**config.mk**
```make
export PLATFORM = sky130hd
export DESIGN_NAME = ifetch
export DESIGN_NICKNAME = d
export VERILOG_FILES = /design/src/rtl/ifetch.sv
export SDC_FILE = /design/constraint.sdc
export NUM_CORES = 1
export LEC_CHECK = 0
export CORE_MARGIN = 5
export CORE_UTILIZATION = 51
export DETAILED_ROUTE_END_ITERATION = 6
export PLACE_DENSITY = 0.9
export REMOVE_ABC_BUFFERS = 1
export SYNTH_ARGS = -nofsm -noshare
export SYNTH_HDL_FRONTEND = slang
export SYNTH_SLANG_ARGS = --single-unit
export TNS_END_PERCENT = 30
```
**constraint.sdc**
```tcl
create_clock -name i_clk -period 5.1 [get_ports i_clk]
set_input_delay 0.765 -clock i_clk [delete_from_list [all_inputs] [get_ports i_clk]]
set_output_delay 0.765 -clock i_clk [all_outputs]
set_load 0.02 [all_outputs]
```
**src/rtl/ifetch.sv**
```systemverilog
// Instruction fetch unit: issues sequential word fetches, buffers responses in an
// in-order slot ring and hands one instruction per handshake to decode.
module ifetch #(
  parameter logic [31:0] RESET_PC = 32'h8000_0000,
  parameter int          DEPTH    = 2
) (
  input  logic        i_clk,
  input  logic        i_rst,
  output logic        o_req_val,
  input  logic        i_req_rdy,
  output logic [31:0] o_req_addr,
  input  logic        i_rsp_val,
  input  logic [31:0] i_rsp_data,
  input  logic        i_rsp_err,
  output logic        o_val,
  output logic [31:0] o_in,
  output logic [31:0] o_pc,
  output logic        o_ferr,
  input  logic        i_rdy,
  input  logic        i_flush,
  input  logic [31:0] i_flush_pc
);

  // state | meaning
  // BOOT  | first cycle after reset, no request issued
  // RUN   | normal sequential issue
  // DRAIN | discarding responses that belong to a flushed stream
  typedef enum logic [1:0] {BOOT, RUN, DRAIN} state_t;

  localparam int PW = $clog2(DEPTH);
  localparam int CW = PW + 1;

  state_t            r_state;
  logic [31:0]       r_addr;
  logic [31:0]       r_pc   [DEPTH];
  logic [31:0]       r_data [DEPTH];
  logic [DEPTH-1:0]  r_err;
  logic [DEPTH-1:0]  r_filled;
  logic [PW-1:0]     r_head;
  logic [PW-1:0]     r_tail;
  logic [PW-1:0]     r_fptr;
  logic [CW-1:0]     r_cnt;
  logic [CW-1:0]     r_ucnt;
  logic [CW-1:0]     r_drop;

  logic              w_pop;
  logic              w_alloc;
  logic              w_fill;
  logic [CW-1:0]     w_cnt_eff;
  logic [CW-1:0]     w_drop_base;
  logic              w_rsp_drop;
  logic [CW-1:0]     w_drop_new;
  logic              w_unused_flush_lsb;

  assign w_unused_flush_lsb = ^i_flush_pc[1:0];

  assign o_val  = r_filled[r_head];
  assign o_in   = r_data[r_head];
  assign o_pc   = r_pc[r_head];
  assign o_ferr = r_err[r_head];

  assign w_pop     = o_val & i_rdy & ~i_flush;
  assign w_cnt_eff = r_cnt - {{PW{1'b0}}, w_pop};
  // A pop frees its slot in time for a same-cycle request, giving 1/cycle throughput.
  assign o_req_val  = (r_state == RUN) & ~i_flush & (w_cnt_eff < CW'(DEPTH));
  assign o_req_addr = r_addr;
  assign w_alloc    = o_req_val & i_req_rdy;
  assign w_fill     = i_rsp_val & (r_state != DRAIN) & (r_ucnt != '0);

  // A response landing in the flush cycle retires one of the in-flight fetches.
  assign w_drop_base = (r_state == DRAIN) ? r_drop : r_ucnt;
  assign w_rsp_drop  = i_rsp_val & (w_drop_base != '0);
  assign w_drop_new  = w_drop_base - {{PW{1'b0}}, w_rsp_drop};

  always_ff @(posedge i_clk) begin
    if (i_rst) begin
      r_state  <= BOOT;
      r_addr   <= RESET_PC;
      r_head   <= '0;
      r_tail   <= '0;
      r_fptr   <= '0;
      r_cnt    <= '0;
      r_ucnt   <= '0;
      r_drop   <= '0;
      r_filled <= '0;
      r_err    <= '0;
      for (int i = 0; i < DEPTH; i++) begin
        r_pc[i]   <= '0;
        r_data[i] <= '0;
      end
    end else if (i_flush) begin
      r_addr   <= {i_flush_pc[31:2], 2'b00};
      r_head   <= '0;
      r_tail   <= '0;
      r_fptr   <= '0;
      r_cnt    <= '0;
      r_ucnt   <= '0;
      r_filled <= '0;
      r_drop   <= w_drop_new;
      r_state  <= (w_drop_new != '0) ? DRAIN : RUN;
    end else begin
      case (r_state)
        BOOT: r_state <= RUN;
        DRAIN: begin
          if (r_drop == '0 || (i_rsp_val && r_drop == CW'(1)))
            r_state <= RUN;
          if (i_rsp_val && r_drop != '0)
            r_drop <= r_drop - CW'(1);
        end
        default: r_state <= r_state;
      endcase

      if (w_pop) begin
        r_filled[r_head] <= 1'b0;
        r_head           <= r_head + PW'(1);
      end
      if (w_fill) begin
        r_data[r_fptr]   <= i_rsp_err ? 32'h0000_0000 : i_rsp_data;
        r_err[r_fptr]    <= i_rsp_err;
        r_filled[r_fptr] <= 1'b1;
        r_fptr           <= r_fptr + PW'(1);
      end
      // Allocation is last so it wins over a pop of the same slot.
      if (w_alloc) begin
        r_pc[r_tail]     <= r_addr;
        r_filled[r_tail] <= 1'b0;
        r_tail           <= r_tail + PW'(1);
        r_addr           <= r_addr + 32'd4;
      end
      r_cnt  <= r_cnt + {{PW{1'b0}}, w_alloc} - {{PW{1'b0}}, w_pop};
      r_ucnt <= r_ucnt + {{PW{1'b0}}, w_alloc} - {{PW{1'b0}}, w_fill};
    end
  end

endmodule

```
# Yosys cells after proc, flatten, opt, wreduce, memory -nomap -nowiden
# Memory sizes are Yosys's and may differ from the RTL's. A register that Yosys moved wholly into a read port is not among the register bits.
# Cells that the tools add are included.
# word_totals
ff_bits,47
latch_bits,0
ramBits,128
mem_bits_ro,0
in_bits,71
out_inout_bits,99
word_cells,121
memories,2
# classes
n_addsub,11
n_mul,0
n_div,0
magnitude_cmp,7
eq_ne,5
n_shift,0
muxes,49
n_bitwise,14
n_reduce_logical,22
# memory_table
memory,depth,word_bits,read_ports,rd_ports_with_merged_regs,wr,line_no,rtl
r_data,2,32,1,1,2,36,logic [31:0] r_data [DEPTH];
r_pc,2,32,1,1,2,35,logic [31:0] r_pc [DEPTH];
# op_table
operator,count
two-way mux 32 bit,5
OR reduction 32 bit,2
"adder 32 x 3 -> 32 bit, second input constant",1
two-way mux 2 bit,14
two-way mux 1 bit,25
nonzero test 2 bit,7
AND 1 bit,8
subtractor 2 x 1 -> 2 bit,4
"< comparator 1 x 2 -> 1 bit, second input constant",3
AND reduction 2 bit,3
logical AND 1 bit,5
adder 2 x 1 -> 2 bit,2
AND 2 bit,2
"== test 2 x 1 -> 1 bit, second input constant",2
logical NOT 2 bit,2
NOT 2 bit,2
case mux 2 bit (2 select lines),1
"adder 1 bit, second input constant",3
demux 1 bit (select 1 bit),3
">= comparator 1 bit, second input constant",3
"inequality test 3 x 2 -> 1 bit, second input constant",1
nonzero test 3 bit,1
bitwise mux 2 bit,1
"== test 2 bit, second input constant",1
other kinds (7),7

# Longest topological paths before layout
# depth
ltp_word,15
ltp_mapped,13
depth_no_buf,10

# Least setup slack after synthesis
# Ideal clock, no wire load.
# synth_path
path_type,input to register
from,input i_req_rdy
to,memory r_pc[0][10] (enable)
setup_ps,459
arrival_ps,4104
required_ps,4641
path_slack_ps,537
cell_stages,7
path_buffers,2
path_cell_list,nor4bb_1 o41ai_2 nor2_1 inv_1 buf_2 buf_2 o21ai_0
# synth_lines
element,line_no,rtl
from (decl),10,"input logic i_req_rdy,"
to (decl),35,

==> flow_summary.toml <==
[critical_path]
cp.required_ps = 5390
r2r-start = "r_head$_SDFFE_PP0N_"
reg2reg_depth = 7
r2r_slack_ps = 1760
crit_fanout = 24
r2r-end = "r_pc[0][2]$_SDFFCE_PN0P_"
critical_path_arrival_ps = 4070
critPathLaunchType = "input pin"
crit_type = "in2reg"
end_kind = "register"

[sta]
maxSlewViolCount = 0
final.min_clock_period_ps = 3780
rsz0062_at_grt = "false"
setup_tns_ps = 0
tightest_slew_ps = 1340
clock_skew_ps = 6.65
postLayoutSetupSlackWorst_ps = 1320
hold_viol = 0
setup_viol = 0
max_freq_mhz = 265
finalCritPeriodShare_pct = 74.1
slew_headroom_pct = 10.4

[global_routing]
grt_pass1_vias = 5966
grt_usage_pct = 22.4
overflow = 0
antenna_found_initial = 1
grt_max_degree = 43
grt_pass1_wl_um = 31800

[layout]
nets = 951
drive_gt1_share_pct = 12.9
area_growth_pct = 29.8
fin_cells = 1097
fill_cells = 1108

[placed_design]
dpl.hpwl_um = 13800
port_buffers = 163
pre_cts_ws_ps = 970
place_congestion = 0.937
dp_cells = 1064

[synthesis]
synth_edf_count = 124
synth.most_common_cell = "edfxtp_1"
synth_xor_area_share_pct = 0.872
synthArstFlopShare_pct = 0
netlist_top_cells_count = "edfxtp_1, nor2_1, nand2_1, mux2_2, and2_1"
syn-cell-area_um2 = 8030
synthTopCellsByArea = "edfxtp_1, dfxtp_1, mux2_2"
synth.avg_cell_area_um2 = 11.1
synthMuxAreaShare_pct = 9.52
yosysUniqueCellTypes = 54
synth_top_family_by_area = "simple AND/OR/NAND/NOR gates"
synthAdderAreaFrac_pct = 1.25
synth_top_area_share_pct = 46.3
synth-seq-cells = 170
synth_top_area_cell = "edfxtp_1"
ys.flop_type = "edfxtp_1"
yosysWarnings = 0
synthSimpleGateAreaFrac_pct = 18.8
synth_compound_area_share_pct = 8.29
ys_seq_area_share_pct = 57.8
syn_inst = 725

[drt]
vias_per_cell = 5.77
drt-wirelength-per-cell_um = 19.1
drtPass1Iterations = 7
drt_iter0_drc = 680
route.vias.total = 6330
routed_wl_um = 20900
drc = 0
ant_nets = 0

[clock_tree]
cts-root-buf = "clkbuf_16"
post_cts_buffers = 0
cts_buffer_depth = 2
numCtsBuffers = 17
cts-resized-gates = 0
ctsHoldBuffers = 0
clk_pin_slew_ps = 60
tritoncts = "yes"
clk-insertion-delay-late_ps = 430
cts_sinks = 170
htreeDepth = 4

[floorplan]
num_rows = 45
ioPinCount = 170
initial_core_util_pct = 52.5
die_y_um = 136
dieArea_um2 = 18400
die_w_um = 136
core-area_um2 = 15300

[min_path]
hold_depth = 2
hold_end = "r_err[1]$_SDFFE_PP0P_"
min_path_type = "reg2reg"
min_from = "r_err[1]$_SDFFE_PP0P_"

[pwr]
finalPower_mw = 3.21
power.density_nw_per_um2 = 308
max-vdd-ir-drop_uv = 255
p_leak_nw = 3.72

[run_status]
outcome = "finished, final reports clean"

[flow_run]
drv_cap = 0
==> layout make-up <==
class / count / area, µm² / share of cell area [%]
Tap cell: 211 / 264 / 2.53
Timing Repair Buffer: 175 / 1720 / 16.5
Clock inverter: 14 / 169 / 1.62
Clock buffer: 18 / 429 / 4.11
Antenna cell: 1 / 2.50 / 0.0240
Inverter: 17 / 63.8 / 0.612
Sequential cell: 170 / 4650 / 44.5
Multi-Input combinational cell: 491 / 3130 / 30.1
==> logic make-up (layout without fill, tap and decap cells) <==
family,count (synthesis),in the layout
AND/OR/NAND/NOR,306,306
flip-flops,170,170
AO/OA/AOI/OAI,97,97
multiplexers,68,68
buffers and inverters,67,224
adder cells (fa/ha/maj),8,8
XOR/XNOR,8,8
other,1,5
==> critical path, cell delays in order <==
cell	delay, ps
clkdlybuf4s50_1	490
nor4bb_1	540
o41ai_2	290
nor2_1	200
inv_1	230
buf_4	260
nor3_2	1000
and2_1	270
==> metal layers <==
metal	up-vias	wire, µm	global-route usage, %
li1	2936	-	-
met3	58	1500	4.09
met4	0	640	9.41
met1	3015	8290	29.3
met2	321	10500	36.7
met5	-	0	0
==> through the flow <==
stage / area [µm²] / util [%] / hold WS (ps)
after floorplan: 7830 / - / 449
after global placement: 9830 / 64.2 / 460
after detailed placement: 9830 / 64.2 / 466
after CTS: 10400 / 68.1 / 476
after global routing: 10400 / 68.1 / 530
final: 10400 / 68.1 / 477
==> sequential cells by signal, summed over array words and instances (netlist names), named ones only <==
| signal | count |
|---|---|
| r_data | 64 |
| r_ucnt | 2 |
| r_filled | 2 |
| r_pc | 60 |
| r_tail | 1 |
| o_req_addr | 30 |
| r_state | 2 |
| r_err | 2 |
| r_cnt | 2 |
| r_fptr | 1 |
| r_head | 1 |
| r_drop | 2 |
==> worst max path at each step <==
stage	depth (start not counted)	end	startpoint	slack, ps
5_1_grt	8	r_pc[0][2]$_SDFFCE_PN0P_	i_req_rdy	1140
3_3_place_gp	8	r_pc[0][5]$_SDFFCE_PN0P_	i_req_rdy	1090
6_report	8	r_pc[0][2]$_SDFFCE_PN0P_	i_req_rdy	1320
4_1_cts	8	r_pc[0][2]$_SDFFCE_PN0P_	i_req_rdy	1430
3_5_place_dp	8	r_pc[0][2]$_SDFFCE_PN0P_	i_req_rdy	970
2_1_floorplan	5	r_pc[0][10]$_SDFFCE_PN0P_	i_req_rdy	-180
==> report_power, final <==
group	leakage [nW]	internal [mW]	total, mW	switching (mW)
sequential	1.66	1.53	1.58	0.0441
clock	0.282	0.771	1.31	0.536
combinational	1.77	0.153	0.323	0.170
total	3.72	2.46	3.21	0.750
==> cells in the final DEF, fill, tap and decap left out, types with 3 or more instances in the layout <==
cell type and instances:
clkdlybuf4s50_1 163, nand2_1 76, dfxtp_1 45, a21oi_1 21, bufinv_16 3, or2_2 4
ha_1 8, nor4_1 10, or4_1 7, o31a_1 4, nor3_1 10, inv_6 3
conb_1 4, mux2_2 64, a22oi_1 6, a311oi_1 3, o211ai_1 12, o22ai_1 7
a31oi_1 12, mux2i_1 3, nand3_1 17, clkinvlp_4 3, inv_1 16, or3_1 10
edfxtp_1 124, nand4_1 10, xnor2_1 5, clkbuf_16 17, xor2_1 3, and4_1 5
and2_1 57, and3_1 5, buf_4 12, nor2_1 86, o221ai_1 3, o21ai_0 10
clkinv_1 3
No activity file was read; power rests on OpenSTA's default activity.
